## src/rtl/uart_pkg.sv

```systemverilog
// Shared types and constants for the UART transmit arbiter.
// FSM encoding, baud codes, parameter defaults and an index-wrap helper.
package uart_pkg;

    localparam int NREQ_DEF    = 4;
    localparam int TIMEOUT_DEF = 32;

    typedef enum logic [1:0] {
        ST_IDLE,
        ST_SEND,
        ST_WAIT_BUSY,
        ST_WAIT_DONE
    } arb_state_t;

    localparam logic [2:0] BAUD_9600   = 3'b000;
    localparam logic [2:0] BAUD_19200  = 3'b001;
    localparam logic [2:0] BAUD_38400  = 3'b010;
    localparam logic [2:0] BAUD_57600  = 3'b011;
    localparam logic [2:0] BAUD_115200 = 3'b100;
    localparam logic [2:0] BAUD_230400 = 3'b101;
    localparam logic [2:0] BAUD_460800 = 3'b110;
    localparam logic [2:0] BAUD_921600 = 3'b111;

    // Wraps v into 0..n-1, assuming v < 2*n.
    function automatic int wrap_idx(input int v, input int n);
        return (v >= n) ? v - n : v;
    endfunction

endpackage

```

## src/rtl/uart_tx_arbiter_if.sv

```systemverilog
// Client-request and transmitter-side signals of the arbiter.
// slave = arbiter side, master = clients plus transmitter.
interface uart_tx_arbiter_if
    import uart_pkg::*;
#(
    parameter int NREQ = NREQ_DEF
);
    logic [NREQ-1:0]   req;
    logic [8*NREQ-1:0] req_data;
    logic [NREQ-1:0]   gnt;
    logic [7:0]        tx_data;
    logic              tx_wr;
    logic              tx_en;
    logic              tx_busy;
    logic [2:0]        baud_select;

    modport slave (
        input  req,
        input  req_data,
        input  tx_busy,
        output gnt,
        output tx_data,
        output tx_wr,
        output tx_en,
        output baud_select
    );

    modport master (
        output req,
        output req_data,
        output tx_busy,
        input  gnt,
        input  tx_data,
        input  tx_wr,
        input  tx_en,
        input  baud_select
    );
endinterface

```

## src/rtl/uart_rr_picker.sv

```systemverilog
// Combinational round-robin search: first set req bit at or above ptr,
// wrapping from NREQ-1 back to 0.
module uart_rr_picker
    import uart_pkg::*;
#(
    parameter int NREQ = NREQ_DEF,
    parameter int IW   = $clog2(NREQ)
) (
    input  logic [NREQ-1:0] req,
    input  logic [IW-1:0]   ptr,
    output logic            valid,
    output logic [IW-1:0]   idx
);

    logic [IW-1:0] cand;

    always_comb begin
        valid = 1'b0;
        idx   = '0;
        cand  = '0;
        for (int i = 0; i < NREQ; i++) begin
            cand = IW'(wrap_idx(int'(ptr) + i, NREQ));
            if (!valid && req[cand]) begin
                valid = 1'b1;
                idx   = cand;
            end
        end
    end

endmodule

```

## src/rtl/uart_tx_arbiter.sv

```systemverilog
// Round-robin arbiter sharing one UART transmitter among NREQ clients,
// with a timeout on the transmitter acknowledging a write.
module uart_tx_arbiter
    import uart_pkg::*;
#(
    parameter int NREQ    = NREQ_DEF,
    parameter int TIMEOUT = TIMEOUT_DEF
) (
    input  logic              clk,
    input  logic              reset,
    input  logic              arb_en,
    input  logic [2:0]        cfg_baud,
    output logic              err_timeout,
    uart_tx_arbiter_if.slave  bus
);

    localparam int IW = $clog2(NREQ);
    localparam int CW = $clog2(TIMEOUT + 1);

    arb_state_t      state;
    logic [IW-1:0]   ptr;
    logic [CW-1:0]   cnt;
    logic            pick_vld;
    logic [IW-1:0]   pick_idx;
    logic [IW-1:0]   ptr_nxt;
    logic [NREQ-1:0] win_oh;
    logic [7:0]      win_data;
    logic [7:0]      data_arr [NREQ];

    uart_rr_picker #(
        .NREQ (NREQ),
        .IW   (IW)
    ) u_picker (
        .req   (bus.req),
        .ptr   (ptr),
        .valid (pick_vld),
        .idx   (pick_idx)
    );

    for (genvar g = 0; g < NREQ; g++) begin : g_client
        assign data_arr[g] = bus.req_data[g*8 +: 8];
        assign win_oh[g]   = (pick_idx == IW'(g));
    end

    assign win_data = data_arr[pick_idx];
    assign ptr_nxt  = IW'(wrap_idx(int'(pick_idx) + 1, NREQ));

    // arb_en only gates leaving IDLE; a frame in flight always completes.
    always_ff @(posedge clk or posedge reset) begin
        if (reset) begin
            state           <= ST_IDLE;
            ptr             <= '0;
            cnt             <= '0;
            bus.gnt         <= '0;
            bus.tx_wr       <= 1'b0;
            bus.tx_en       <= 1'b0;
            bus.tx_data     <= 8'h00;
            bus.baud_select <= BAUD_9600;
            err_timeout     <= 1'b0;
        end else begin
            bus.tx_en   <= arb_en;
            bus.gnt     <= '0;
            bus.tx_wr   <= 1'b0;
            err_timeout <= 1'b0;
            unique case (state)
                ST_IDLE: begin
                    bus.baud_select <= cfg_baud;
                    if (arb_en && !bus.tx_busy && pick_vld) begin
                        state       <= ST_SEND;
                        bus.gnt     <= win_oh;
                        bus.tx_wr   <= 1'b1;
                        bus.tx_data <= win_data;
                        ptr         <= ptr_nxt;
                    end
                end
                ST_SEND: begin
                    state <= ST_WAIT_BUSY;
                    cnt   <= '0;
                end
                ST_WAIT_BUSY: begin
                    if (bus.tx_busy) begin
                        state <= ST_WAIT_DONE;
                        cnt   <= '0;
                    end else if (cnt == CW'(TIMEOUT - 1)) begin
                        state           <= ST_IDLE;
                        cnt             <= '0;
                        err_timeout     <= 1'b1;
                        bus.baud_select <= cfg_baud;
                    end else begin
                        cnt <= cnt + CW'(1);
                    end
                end
                ST_WAIT_DONE: begin
                    // Load baud on the way out so it is valid in the first IDLE cycle.
                    if (!bus.tx_busy) begin
                        state           <= ST_IDLE;
                        bus.baud_select <= cfg_baud;
                    end
                end
                default: state <= ST_IDLE;
            endcase
        end
    end

endmodule

```

## src/flat_wrapper.sv

```systemverilog
// flat-port wrapper written by rule: the top's interface ports become plain ports
module uart_tx_arbiter_flat import uart_pkg::*;
#(
    parameter int NREQ    = NREQ_DEF,
    parameter int TIMEOUT = TIMEOUT_DEF
)
  (clk, reset, arb_en, cfg_baud, err_timeout, bus_req, bus_req_data, bus_tx_busy, bus_gnt, bus_tx_data, bus_tx_wr, bus_tx_en, bus_baud_select);
  uart_tx_arbiter_if #(.NREQ(NREQ)) bus_i ();
  input  logic clk;
  input  logic reset;
  input  logic arb_en;
  input  logic [2:0] cfg_baud;
  output logic err_timeout;
  input wire logic [$bits(bus_i.req)-1:0] bus_req;
  input wire logic [$bits(bus_i.req_data)-1:0] bus_req_data;
  input wire logic [$bits(bus_i.tx_busy)-1:0] bus_tx_busy;
  output wire logic [$bits(bus_i.gnt)-1:0] bus_gnt;
  output wire logic [$bits(bus_i.tx_data)-1:0] bus_tx_data;
  output wire logic [$bits(bus_i.tx_wr)-1:0] bus_tx_wr;
  output wire logic [$bits(bus_i.tx_en)-1:0] bus_tx_en;
  output wire logic [$bits(bus_i.baud_select)-1:0] bus_baud_select;
  assign bus_i.req = bus_req;
  assign bus_i.req_data = bus_req_data;
  assign bus_i.tx_busy = bus_tx_busy;
  assign bus_gnt = bus_i.gnt;
  assign bus_tx_data = bus_i.tx_data;
  assign bus_tx_wr = bus_i.tx_wr;
  assign bus_tx_en = bus_i.tx_en;
  assign bus_baud_select = bus_i.baud_select;
  uart_tx_arbiter #(.NREQ(NREQ), .TIMEOUT(TIMEOUT)) u_core (.clk(clk), .reset(reset), .arb_en(arb_en), .cfg_baud(cfg_baud), .err_timeout(err_timeout), .bus(bus_i));
endmodule
```

## config.mk

```make
export PLATFORM = sky130hd
export DESIGN_NAME = uart_tx_arbiter_flat
export DESIGN_NICKNAME = d
export VERILOG_FILES = /design/src/rtl/uart_pkg.sv /design/src/rtl/uart_tx_arbiter_if.sv /design/src/rtl/uart_rr_picker.sv /design/src/rtl/uart_tx_arbiter.sv /design/src/flat_wrapper.sv
export SDC_FILE = /design/constraint.sdc
export NUM_CORES = 1
export LEC_CHECK = 0
export BUFFER_PORTS_ARGS = -buffer_cell sky130_fd_sc_hd__buf_4
export CORE_UTILIZATION = 43
export DETAILED_ROUTE_END_ITERATION = 12
export GPL_TIMING_DRIVEN = 0
export PLACE_DENSITY = 0.85
export SYNTH_ARGS = -nofsm -noshare
export SYNTH_HDL_FRONTEND = slang
export SYNTH_SLANG_ARGS = --single-unit
```

## constraint.sdc

```tcl
create_clock -name clk -period 1.5 [get_ports clk]
set_input_delay 0.3 -clock clk [delete_from_list [all_inputs] [get_ports clk]]
set_output_delay 0.3 -clock clk [all_outputs]
set_load 0.005 [all_outputs]
```

==> reports/qor.txt <==
IO Pins - 61
# setup viols final - 12
Root buffer cell - clkbuf_4
Ys async rst share - 100%
Tightest Pin Transition - 1040 ps
Vias - 1459
Seq/Total Area, Yosys - 46.6%
Largest net degree at the start of global routing - 29
Initial DRC count - 47
Maximum vdd drop - 804 µV
Req. time, crit path - 1720 ps
Failing checks - negative setup slack
GRT Max-Usage Layer - met2
CP endpoint - u_core.bus.tx_data[0]
Reg2reg start - u_core.ptr[0]
Worst setup SP type - flip-flop
Post-Route WL - 3800 µm
Met2 Usage GRT - 35.1%
Initial antenna violation count - 0
Run status - complete, but fails checks
Nets - 279
Cells after Synth - 147
PortBufs - 60
Utilization after layout - 71.2%
Gpl congestion - 0.859
Synth area leader - dfrtp_1
Cell family with most CP delay - flip-flops
RSZ-0062 raised after global routing - true
Syn Std Cell Area - 1500 µm²
Leak - 1.22 nW
Avg WL per Cell - 13.8 µm
FF-to-FF End - u_core.bus.tx_data[0]
Yosys cell types - 32
Vias in the first global route - 1235
Post-synth top cells - 28 x dfrtp_1, 20 x nand2_1, 16 x mux2i_1, 9 x inv_1, 9 x o221ai_1
# Max-Cap Violations - 0
Post-synth top area share - 46.6%
CTS tree - yes
Most frequent cell after synthesis - dfrtp_1
Final ANT Viol Nets - 0
Main synth FF type - dfrtp_1
Met1 usage - 23.9%
EDFF count, synth - 0
Synth area leaders - dfrtp_1 47%, mux2i_1 11%, o221ai_1 5.2%, nand2_1 5.0%, ha_1 4.2%
Pre-CTS setup slack - -284 ps
GR Overflow Total - 0
DR DRC count - 0
Max stage delay on crit path - 420 ps
Minimum clock period - 1590 ps
Initial Utilization - 45.0%
Die height - 61.1 µm
Met3 usage in global routing - 3.78%
Setup crit end kind - flip-flop
DP HPWL - 2420 µm
Clock Skew - 10.1 ps
Worst setup margin - -94.1 ps
Max Clock Freq - 0.627 GHz
Yosys reg bits - 28
Vias/cell - 5.29
TritonCTS Sinks - 28
First-pass GRT wire length - 5430 µm
Worst path bufs/invs - 1
Critical Setup Path Class - reg2reg
Period Utilization, post-route - 106%
CTS Buf Count - 3
Die area - 3740 µm²
R2r setup slk - -90 ps
Final slew viol count - 0
CP max FO - 5
Worst Reg-to-Reg Cells - 6
Clock transition at the registers of the reported paths - 160 ps
WP depth - 6
Die width - 61.1 µm
Share of layout cells above drive strength 1 - 52.6%
Total GRT Usage - 19.5%
Core area - 3340 µm²
Worst setup path start - u_core.ptr[0]
Avg Cell Area, Syn - 10.2 µm²
Area growth syn-to-layout - 58.2%
Yosys synthesis warning count - 0
Maximum root-to-sink buffer count - 2
DRT Pass-1 Iters - 4
H-tree level count - 1
Normalized max-slew margin - 30.3%
Clk_lat worst skew - 330 ps
Cell area power density - 1510 nW/µm²
Fin. Hold Viols - 0
Hold Path Class - in2reg
Diodes inserted - 0
Row count - 21
CP Cell Sequence - and2b_2 > nor3_2 > o22ai_4 > buf_8 > mux2i_2 > o221ai_2
Slowest CP cell - dfrtp_1
CP Data Arrival Time - 1810 ps
Syn_nets - 195
## kinds of logic (layout without fill, tap and decap cells)
family,count (synthesis),in the layout,share of synthesized area (%)
AOI/OAI and AO/OA,32,32,15.3
adders and majority gates,5,5,4.16
DFF,28,28,46.6
buffers and inverters,14,97,4.50
and+or+nand+nor,47,47,15.2
xor gates and xnor gates,1,1,0.583
muxes,20,20,13.7
## per-layer routing
layer / wire, µm / vias to the layer above
li1: - / 699
met1: 1550 / 697
met4: 25 / 0
met2: 2010 / 59
met3: 217 / 4
met5: 0 / -
## through the flow
stage,cell area (µm²),setup TNS (ps),hold WS (ps),std cells,power [mW]
global placement,2020,-3250,423,253,2.58
CTS,2170,-542,72.2,266,3.22
detailed placement,2020,-3840,421,253,2.63
global route,2380,-1970,46.2,276,3.83
finish,2380,-670,69.0,276,3.60
floorplan,1510,0,331,147,2.10
## power by group
group,internal [mW],switching [mW],leakage [nW]
clock network,0.149,0.229,0.0210
registers,0.975,0.164,0.358
logic,1.17,0.911,0.844
## state kept, by name, indices dropped and copies added, names as in the netlist, 2 cells and up
| register | flops |
|---|---|
| u_core.cnt | 6 |
| u_core.ptr | 2 |
| u_core.bus.gnt | 4 |
| u_core.bus.baud_select | 3 |
| u_core.bus.tx_data | 8 |
| u_core.state | 2 |
## worst min path at each step
stage | from | depth (start not counted) | end | slack, ps
after floorplan | arb_en | 0 | u_core.bus.tx_en | 330
after global placement | arb_en | 1 | u_core.bus.tx_en | 420
after detailed placement | arb_en | 1 | u_core.bus.tx_en | 420
after CTS | arb_en | 1 | u_core.bus.tx_en | 70
after global routing | arb_en | 1 | u_core.bus.tx_en | 50
final | arb_en | 1 | u_core.bus.tx_en | 70
## layout make-up
cell class                      instances  area [µm²]
Sequential cell                        28         703
Multi-Input combinational cell        105         886
Tap cell                               46        57.6
Timing Repair Buffer                   80         626
Inverter                               10        37.5
Buffer                                  3        31.3
Fill cell                             240         960
Clock buffer                            4        36.3
## worst register-to-register path, delay by kind of cell, from the launching register on
kind	cells	cell delay (ps)
buf+inv	1	180
flops	1	420
mux	1	240
compound gates	2	350
simple gates	2	290
## what timing repair did
item,4_1_cts,5_1_grt
hold buffers,0,0
pin swaps,2,15
buffers inserted,10,9
setup endpoints to repair,22,24
cloned,0,1
resized for setup,10,25
## cell usage in the layout, fill, tap and decap left out, drive strengths merged
cell    instances
and2b           2
o22ai           1
mux2i          16
o31ai           2
nand3           4
xnor2           1
a221oi          1
nor3            3
a31oi           1
o21bai          1
dfrtp          28
and3            4
nor4            3
or3             1
inv            10
a21oi           6
buf            81
o221a           1
ha              5
o21ai           9
nor2            6
nor2b           1
nand2b          2
mux2            4
nand2          21
o221ai          9
o41ai           1
clkbuf          6
(Power assumes the default switching activity.)
